$ cat src/rtl/enc_pkg.sv
// Shared types and helpers for the enc_prio_rr request encoder.
package enc_pkg;

    typedef enum logic {
        IDLE  = 1'b0,
        GRANT = 1'b1
    } state_e;

    // Ceiling log2 for tools that lack $clog2 in constant expressions.
    function automatic int enc_clog2(input int value);
        int result;
        int v;
        result = 0;
        v      = value - 1;
        while (v > 0) begin
            result = result + 1;
            v      = v >> 1;
        end
        return result;
    endfunction

endpackage

$ cat src/rtl/enc_prio_find.sv
// Combinational lowest-set-bit finder: returns the index of the lowest set bit and a found flag.
module enc_prio_find #(
    parameter int N = 32,
    parameter int W = 5
) (
    input  logic [N-1:0] vec,
    output logic [W-1:0] idx,
    output logic         found
);

    always_comb begin
        // NOTE: combinational logic uses blocking '=' with defaults first, so no latch is inferred
        // and later loop iterations (lower indices) override earlier ones.
        idx   = '0;
        found = 1'b0;
        for (int i = N - 1; i >= 0; i--) begin
            if (vec[i]) begin
                idx   = W'(i);
                found = 1'b1;
            end
        end
    end

endmodule

$ cat src/rtl/enc_prio_rr.sv
// Registered request encoder with fixed-priority / round-robin arbitration; holds each grant until ack.
module enc_prio_rr
    import enc_pkg::*;
#(
    parameter  int N = 32,
    localparam int W = enc_clog2(N)
) (
    input  logic         clock,
    input  logic         clear_n,
    input  logic [N-1:0] req,
    input  logic         mode,
    input  logic         ack,
    output logic         grant_valid,
    output logic [W-1:0] grant_idx,
    output logic [N-1:0] grant_onehot,
    output logic         err_multi
);

    state_e       state_q, state_d;
    logic [W-1:0] rr_ptr_q, rr_ptr_d;
    logic         grant_mode_q, grant_mode_d;
    logic         grant_valid_q, grant_valid_d;
    logic [W-1:0] grant_idx_q, grant_idx_d;
    logic [N-1:0] grant_onehot_q, grant_onehot_d;
    logic         err_multi_q, err_multi_d;

    logic [N-1:0] rr_mask;
    logic [W-1:0] masked_idx, raw_idx, winner_idx;
    logic         masked_found, raw_found;
    logic         multi_req;

    // Channels at or above the round-robin pointer.
    always_comb begin
        rr_mask = '0;
        for (int i = 0; i < N; i++) begin
            rr_mask[i] = (W'(i) >= rr_ptr_q);
        end
    end

    enc_prio_find #(.N(N), .W(W)) u_find_masked (
        .vec   (req & rr_mask),
        .idx   (masked_idx),
        .found (masked_found)
    );

    enc_prio_find #(.N(N), .W(W)) u_find_raw (
        .vec   (req),
        .idx   (raw_idx),
        .found (raw_found)
    );

    // Falling back to the unmasked search provides the wrap from N-1 to 0.
    assign winner_idx = (mode && masked_found) ? masked_idx : raw_idx;
    assign multi_req  = ((req & (req - N'(1))) != '0);

    always_comb begin
        state_d        = state_q;
        rr_ptr_d       = rr_ptr_q;
        grant_mode_d   = grant_mode_q;
        grant_valid_d  = grant_valid_q;
        grant_idx_d    = grant_idx_q;
        grant_onehot_d = grant_onehot_q;
        err_multi_d    = 1'b0;

        unique case (state_q)
            IDLE: begin
                if (raw_found) begin
                    state_d        = GRANT;
                    grant_mode_d   = mode;
                    grant_valid_d  = 1'b1;
                    grant_idx_d    = winner_idx;
                    grant_onehot_d = N'(1) << winner_idx;
                    err_multi_d    = multi_req;
                end
            end
            GRANT: begin
                if (ack) begin
                    state_d       = IDLE;
                    grant_valid_d = 1'b0;
                    // Only round-robin grants advance the pointer.
                    if (grant_mode_q) begin
                        rr_ptr_d = (grant_idx_q == W'(N - 1)) ? '0 : grant_idx_q + W'(1);
                    end
                end
            end
            default: state_d = IDLE;
        endcase
    end

    always_ff @(posedge clock) begin
        // NOTE: sequential state uses non-blocking '<=' so every flop samples pre-edge values.
        if (!clear_n) begin
            state_q        <= IDLE;
            rr_ptr_q       <= '0;
            grant_mode_q   <= 1'b0;
            grant_valid_q  <= 1'b0;
            grant_idx_q    <= '0;
            grant_onehot_q <= '0;
            err_multi_q    <= 1'b0;
        end else begin
            state_q        <= state_d;
            rr_ptr_q       <= rr_ptr_d;
            grant_mode_q   <= grant_mode_d;
            grant_valid_q  <= grant_valid_d;
            grant_idx_q    <= grant_idx_d;
            grant_onehot_q <= grant_onehot_d;
            err_multi_q    <= err_multi_d;
        end
    end

    assign grant_valid  = grant_valid_q;
    assign grant_idx    = grant_idx_q;
    assign grant_onehot = grant_onehot_q;
    assign err_multi    = err_multi_q;

endmodule

$ cat config.mk
export PLATFORM = sky130hd
export DESIGN_NAME = enc_prio_rr
export DESIGN_NICKNAME = d
export VERILOG_FILES = /design/src/rtl/enc_pkg.sv /design/src/rtl/enc_prio_find.sv /design/src/rtl/enc_prio_rr.sv
export SDC_FILE = /design/constraint.sdc
export NUM_CORES = 1
export LEC_CHECK = 0
export ABC_AREA = 1
export CAP_MARGIN = 20
export CORE_ASPECT_RATIO = 1.75
export CORE_UTILIZATION = 45
export DETAILED_ROUTE_END_ITERATION = 7
export DONT_BUFFER_PORTS = 1
export PLACE_DENSITY = 0.65
export SLEW_MARGIN = 5
export SYNTH_ARGS = -nofsm -noshare
export SYNTH_HDL_FRONTEND = slang
export SYNTH_HIERARCHICAL = 1
export SYNTH_SLANG_ARGS = --single-unit
$ cat constraint.sdc
create_clock -name clock -period 3.4 [get_ports clock]
set_input_delay 0.51 -clock clock [delete_from_list [all_inputs] [get_ports clock]]
set_output_delay 0.51 -clock clock [all_outputs]
set_load 0.01 [all_outputs]
==> results of run 1 <==
[final cells by class]
| type | count | area, sq um | area share (%) |
|---|---|---|---|
| Multi-Input combinational cell | 529 | 2520 | 58.5 |
| Sequential cell | 46 | 932 | 21.6 |
| Inverter | 122 | 458 | 10.6 |
| Tap cell | 115 | 144 | 3.34 |
| Clock buffer | 7 | 133 | 3.08 |
| Timing Repair Buffer | 12 | 90.1 | 2.09 |
| Clock inverter | 1 | 30.0 | 0.697 |
[worst max-delay path: cells and delay by family (launching register included)]
| family | cells | cell delay (ns) |
|---|---|---|
| buffers and inverters | 2 | 0.17 |
| and+or+nand+nor | 31 | 1.94 |
| AOI/OAI and AO/OA | 4 | 0.57 |
| DFF | 1 | 0.38 |
[cell usage in the layout (no fill, tap or decap), drive strengths merged, types with 2 or more instances in the layout]
cell type,count
o21ai,22
buf,12
nand3,27
a211oi,7
nand2,237
a311oi,2
nor3,8
inv,121
a31oi,5
o21bai,2
dfxtp,46
a21oi,57
ha,2
clkbuf,7
nand4,2
a21boi,3
nor2,141
nor4,6
o31ai,2
[kinds of logic after synthesis]
logic type | count (synthesis)
AND/OR/NAND/NOR | 423
buffers and inverters | 136
AO/OA/AOI/OAI | 103
adder cells (fa/ha/maj) | 2
flip-flops | 46
XOR/XNOR | 1
[timing repair]
action                                  in CTS  in global routing
endpoints found under the setup margin       0                 32
gates resized for setup                      0                 40
setup buffers                                0                  1
[how the worst max path moves through the flow]
stage,start,cells past startpoint,end,slack [ns]
after floorplan,rr_ptr_q[2],41,grant_onehot[0],0.43
final,rr_ptr_q[1],37,grant_onehot[28],0.24
after global placement,rr_ptr_q[1],40,grant_onehot[15],0.16
after detailed placement,rr_ptr_q[1],35,grant_onehot[24],0.05
after global routing,rr_ptr_q[2],40,grant_onehot[28],-0.12
after CTS,rr_ptr_q[1],35,grant_onehot[24],0.03
[sequential cells by signal, summed over array words and instances (netlist names)]
register and cells:
err_multi 1, grant_mode_q 1, rr_ptr_q 5, grant_valid 1, state_q 1, grant_onehot 32
grant_idx 5
[cell usage after synthesis (all sizes together)]
cell type / number / area (sq um)
o211ai: 1 / 7.51
o211a: 1 / 10.0
o21ai: 22 / 136
o21bai: 2 / 15.0
a21boi: 3 / 22.5
o31ai: 2 / 15.0
a2111oi: 1 / 8.76
dfxtp: 46 / 921
or2: 1 / 6.26
a21oi: 57 / 315
clkinv: 1 / 3.75
nor3: 8 / 40.0
nand2: 237 / 922
ha: 2 / 25.0
a311oi: 2 / 17.5
inv: 121 / 454
a211oi: 7 / 52.6
clkbuf: 10 / 37.5
nor4: 6 / 37.5
nand4: 2 / 12.5
nand3: 27 / 135
nor2: 141 / 592
nand3b: 1 / 7.51
a31oi: 5 / 31.3
xor2: 1 / 8.76
buf: 4 / 23.8
[routing by layer]
| layer | wire (um) | up-vias | global-route usage, % |
|---|---|---|---|
| met3 | 474 | 49 | 3.88 |
| met4 | 864 | 0 | 21.0 |
| li1 | - | 2203 | - |
| met5 | 0 | - | 0 |
| met1 | 4470 | 1953 | 25.9 |
| met2 | 7710 | 123 | 62.5 |
[power by group]
part	internal (W)	switching, W	total, W
clock	0.000348	0.000205	0.000552
sequential	0.000553	0.0000209	0.000573
combinational	0.0000886	0.000186	0.000275
[per-stage QoR]
stage          total power, W  hold slack, ns  setup WS (ns)  utilization, %
2_1_floorplan        0.000786           0.478          0.428               -
3_3_place_gp         0.000844           0.498          0.165            48.4
3_5_place_dp         0.000846           0.496         0.0538            48.4
4_1_cts               0.00140           0.350         0.0303            50.4
5_1_grt               0.00146           0.358         -0.121            51.8
6_report              0.00140           0.353          0.241            51.8
==> reports/results.tsv, run 1 <==
metric	value	unit
status	finished clean	
Leak	1.94	nW
Cell Pwr Density	325	nW/um^2
max-slew violation count	0	
global route overflow	0	
die height	125	um
Iteration-0 DRC Markers	206	
r2r worst-path depth	37	
skew final	0.00339	ns
WL per Instance	16.2	um
Syn Area/Cell	5.43	sq um
Root Driver	clkbuf_16	
Cells after DPL	823	
Site Rows	44	
# port buffers	0	
max_cap viols	0	
Slew HR	64.3	%
TritonCTS clock tree	done	
CTS Buf Count	5	
ANT nets after route	0	
Worst Path Required	3.62	ns
Boundary Pins	75	
total negative setup slack	0	ns
yosys warns	6	
hold_buf cts	0	
area delta synth->final	11.7	%
# fillers	917	
CP Class	flip-flop to flip-flop	
Inserted Diodes	0	
beginning of the worst hold path	clear_n	
Hold Path End	grant_idx[1]	
Period minus WS final	3.16	ns
first-pass GRT wire length	21200	um
CP arrival	3.38	ns
final setup fails	0	
worst hold path cell count	2	
largest net degree at the start of global routing	31	
die width	72	um
Final Non-Filler Cells	832	
post-synthesis adder-cell area fraction	0.649	%
slowest CP cell	dfxtp_4	
part of the cycle the worst path needs	92.9	%
Synth cell types	38	
HPWL after detailed placement	11300	um
Peak VDD IR	328	uV
Slew @ Worst Pin	0.522	ns
cell repeated most along the worst path	nand2_1	
gr usage total	30.9	%
vias post-DR	4328	
layout cells sized above 1	12.7	%
GPL Wtd Cong	0.932	
Routed WL	13500	um
DRC Markers	0	
Post-Synth Simple-Gate Area	45.4	%
area of the mapped netlist	3860	sq um
CP max FO	6	
clock-pin slew on the worst setup and hold paths	0.06	ns
Post-Synthesis Cells	711	
Sinks on Clock Net	46	
Final #Nets	754	
Hold Path Class	input pin to flip-flop	
fin area	4310	sq um
dpl cell area	4020	sq um
syn nets	749	
vias in the first global route	4394	
Startpoint Class	flip-flop	
register area share after synthesis	23.9	%
Fin. Hold Viols	0	
CP Capture Type	flip-flop	
Pre-antenna DRT Iters	4	
vias per cell	5.20	
Yosys reg bits	46	
Synth Area in XOR/XNOR	0.227	%
register-to-register setup slack	0.24	ns
post-synthesis mux area share	0	%
H-tree depth	2	
CORE AREA	8310	sq um
compound-cell area share of the yosys netlist	16.4	%
RSZ-0062 raised after global routing	yes	
main combinational cell family by area after synthesis	simple AND/OR/NAND/NOR gates	
CTS Buffer Depth	2	
antenna violations before repair	0	
R2R Path End	grant_onehot[28]	
DIE AREA	8960	sq um
CP max stage delay	0.38	ns
Clk Latency, worst-skew pair	0.29	ns
FMAX	0.317	GHz
initial core utilization	46.4	%
worst r2r src	rr_ptr_q[1]	
No activity file was read; power rests on OpenSTA's default activity.
==> run 2, diff against run 1 <==
- SYNTH_HIERARCHICAL: 1 -> default
==> run 2 against run 1 <==
Compared with the run above: largest power group unchanged; non-clock buffer count is 2 higher; final area is 12% lower; critical path depth is 15 lower; hold slack worse by 0.0088 ns; combinational power is 21% lower; via count is 13% lower; highest routed layer unchanged; sequential cell count stayed put.
==> reports/results.tsv, run 2 <==
metric	value	unit	change
Fin. Hold Viols	0		unchanged
worst r2r src	rr_ptr_q[0]		
Root Driver	clkbuf_16		
Syn Area/Cell	5.70	sq um	+5.0%
fin area	3790	sq um	-12%
Post-Synthesis Cells	602		-15%
hold_buf cts	0		unchanged
Logic pwr share	16.2	%	-3.4 points
CP Capture Type	flip-flop		
ANT nets after route	0		unchanged
Synth top cells by count	133 x nand2_1, 132 x nor2_1, 103 x inv_1		
r2r worst-path depth	22		-41%
initial core utilization	47.1	%	+0.70 points
vias post-DR	3774		-13%
vias per cell	5.44		+4.5%
max-slew violation count	0		unchanged
CTS Buf Count	5		unchanged
Clk Latency, worst-skew pair	0.30	ns	about the same
most common cell after layout, fill and taps aside	nand2_1		
Yosys top cell by area	dfxtp_1		
switching pwr	0.000375	W	-8.9%
Final #Nets	645		-14%
Iteration-0 DRC Markers	206		unchanged
FF/Latch Area	931	sq um	-0.13%
die width	68.0	um	-5.5%
vias in the first global route	3549		-19%
Startpoint Class	flip-flop		
Slew @ Worst Pin	0.449	ns	-0.0730 ns
gr usage total	27.3	%	-3.6 points
Pre-antenna DRT Iters	5		+1
register-to-register setup slack	0.35	ns	+0.11 ns
internal power	0.000967	W	-2.2%
largest net degree at the start of global routing	33		+6.5%
DRC Markers	0		unchanged
worst hold path cell count	2		unchanged
Final Non-Filler Cells	694		-17%
final setup fails	0		unchanged
FMAX	0.328	GHz	+3.5%
# fillers	777		-15%
ranking of synthesized cells by area	dfxtp_1 27%, nand2_1 15%, nor2_1 14%, inv_1 11%, a21oi_1 5.8%		
register area share after synthesis	26.8	%	+3.0 points
min setup slack post-route	0.349	ns	+0.107 ns
status	finished clean		
TritonCTS clock tree	done		
first-pass GRT wire length	16500	um	-22%
max_cap viols	0		unchanged
Hold Path Class	input pin to flip-flop		
CP Class	flip-flop to flip-flop		
Synth top area share	26.8	%	+3.0 points
Clk pwr share	41.6	%	+2.2 points
clock-pin slew on the worst setup and hold paths	0.07	ns	about the same
HPWL after detailed placement	8410	um	-26%
WL per Instance	15.2	um	-6.2%
worst slack, placed	0.0926	ns	+0.0388 ns
Multi-input gate area	2080	sq um	-18%
global route overflow	0		unchanged
Slew HR	70.0	%	+5.7 points
Routed WL	10600	um	-22%
Yosys reg bits	46		unchanged
Synth cell types	36		-5.3%
CORE AREA	7280	sq um	-12%
CP max FO	8		+2
R2R Path End	grant_onehot[6]		
beginning of the worst hold path	clear_n		
final core occ	52.0	%	+0.17 points
# port buffers	0		unchanged
total chip power	0.00134	W	-4.1%
Site Rows	41		-6.8%
Period minus WS final	3.05	ns	-0.107 ns
dpl cell area	3560	sq um	-11%
DIE AREA	7990	sq um	-11%
H-tree depth	2		unchanged
area delta synth->final	10.4	%	
ys async rst share	0	%	unchanged
Hold Path End	rr_ptr_q[4]		
syn nets	640		-15%
Worst Path Required	3.61	ns	about the same
Inserted Diodes	0		unchanged
part of the cycle the worst path needs	89.7	%	-3.2 points
Boundary Pins	75		unchanged
die height	118	um	-5.6%
most common cell in the synthesized netlist	nand2_1		
area of the mapped netlist	3430	sq um	-11%
Cell Pwr Density	354	nW/um^2	+9.0%
number of flip-flops in the largest register	32		unchanged
skew final	0.00791	ns	+0.00452 ns
share of power burned in registers	42.2	%	+1.3 points
ys flop type	dfxtp_1		
antenna violations before repair	0		unchanged
Cells after DPL	685		-17%
layout cells sized above 1	8.55	%	-4.1 points
yosys warns	0		-6
Sinks on Clock Net	46		unchanged
Peak VDD IR	630	uV	+92%
number of synthesized flops with an enable pin	0		unchanged
Leak	1.71	nW	-12%
GPL Wtd Cong	1.03		+11%
CTS Buffer Depth	2		unchanged
sw frac	27.9	%	-1.4 points
commonest cells after routing, fill and taps aside	132 x nand2_1, 130 x nor2_1, 103 x inv_1, 42 x dfxtp_1, 38 x a21oi_1		
CP arrival	3.26	ns	-0.12 ns
[run 2: cell count changes in the layout (fill, tap and decap cells not counted), sizes merged, moves of 6 or more]
cell and change:
nor2 -7, inv -15, a21oi -17, o211ai +8
nand4 +28, nand2 -99, a211oi -6, nand3 -7
nor3 +6
[run 2: cells by family (layout without fill, tap and decap cells)]
kind of cell / Yosys count / count (layout) / share of synthesized area, %
buf+inv: 122 / 128 / 13.8
flops: 46 / 46 / 26.8
xor+xnor: 1 / 1 / 0.255
simple gates: 341 / 341 / 43.2
compound gates: 90 / 90 / 15.2
fa+ha+maj: 2 / 2 / 0.729
[run 2: how the worst max path moves through the flow]
stage | start | to | depth (start not counted) | slack (ns)
after floorplan | rr_ptr_q[3] | grant_onehot[29] | 19 | 0.82
after global placement | rr_ptr_q[2] | grant_onehot[23] | 18 | 0.12
after detailed placement | rr_ptr_q[2] | grant_onehot[21] | 18 | 0.09
after CTS | rr_ptr_q[3] | grant_onehot[12] | 34 | 0.05
after global routing | rr_ptr_q[0] | grant_onehot[6] | 22 | -0.02
final | rr_ptr_q[0] | grant_onehot[6] | 22 | 0.35
[run 2: area by class of cell]
class | count | area share [%]
Clock buffer | 5 | 3.30
Clock inverter | 3 | 1.16
Inverter | 106 | 10.5
Multi-Input combinational cell | 434 | 54.9
Sequential cell | 46 | 24.6
Tap cell | 86 | 2.84
Timing Repair Buffer | 14 | 2.77
[run 2: repair_timing]
action,4_1_cts,5_1_grt
resized for setup,0,16
endpoints found under the setup margin,0,35
buffers inserted,0,1
[run 2: power by group through the flow]
stage,logic [W],registers [W],clock network (W)
6_report,0.000218,0.000567,0.000558
4_1_cts,0.000210,0.000568,0.000571
3_5_place_dp,0.000209,0.000580,0
3_3_place_gp,0.000208,0.000580,0
5_1_grt,0.000247,0.000568,0.000591
2_1_floorplan,0.000167,0.000575,0
[run 2: critical path: stages, from the launching register on]
cell and delay (ns):
dfxtp_1 0.35, inv_1 0.10, nand2_1 0.11, nand2_1 0.10
o21ai_1 0.17, nand2_1 0.09, a21oi_1 0.16, o21ai_1 0.09
a31oi_1 0.22, o211ai_1 0.12, nand2_1 0.09, a21oi_1 0.06
nand2_1 0.05, nand3_1 0.06, nand2_1 0.07, nand2_1 0.05
a21oi_1 0.13, nand3_1 0.13, nand2_4 0.15, inv_2 0.12
nor2_4 0.23, nand4_1 0.12, a21oi_1 0.20
[run 2: routing by layer]
layer	global-route usage, %	wire [um]
met1	26.1	3630
met2	50.6	5840
met3	4.94	632
met4	15.2	478
met5	0	0
[run 2: per-stage QoR]
step,TNS [ns],hold WS (ns)
2_1_floorplan,0,0.454
3_3_place_gp,0,0.471
3_5_place_dp,0,0.476
4_1_cts,0,0.340
5_1_grt,-0.0206,0.350
6_report,0,0.345
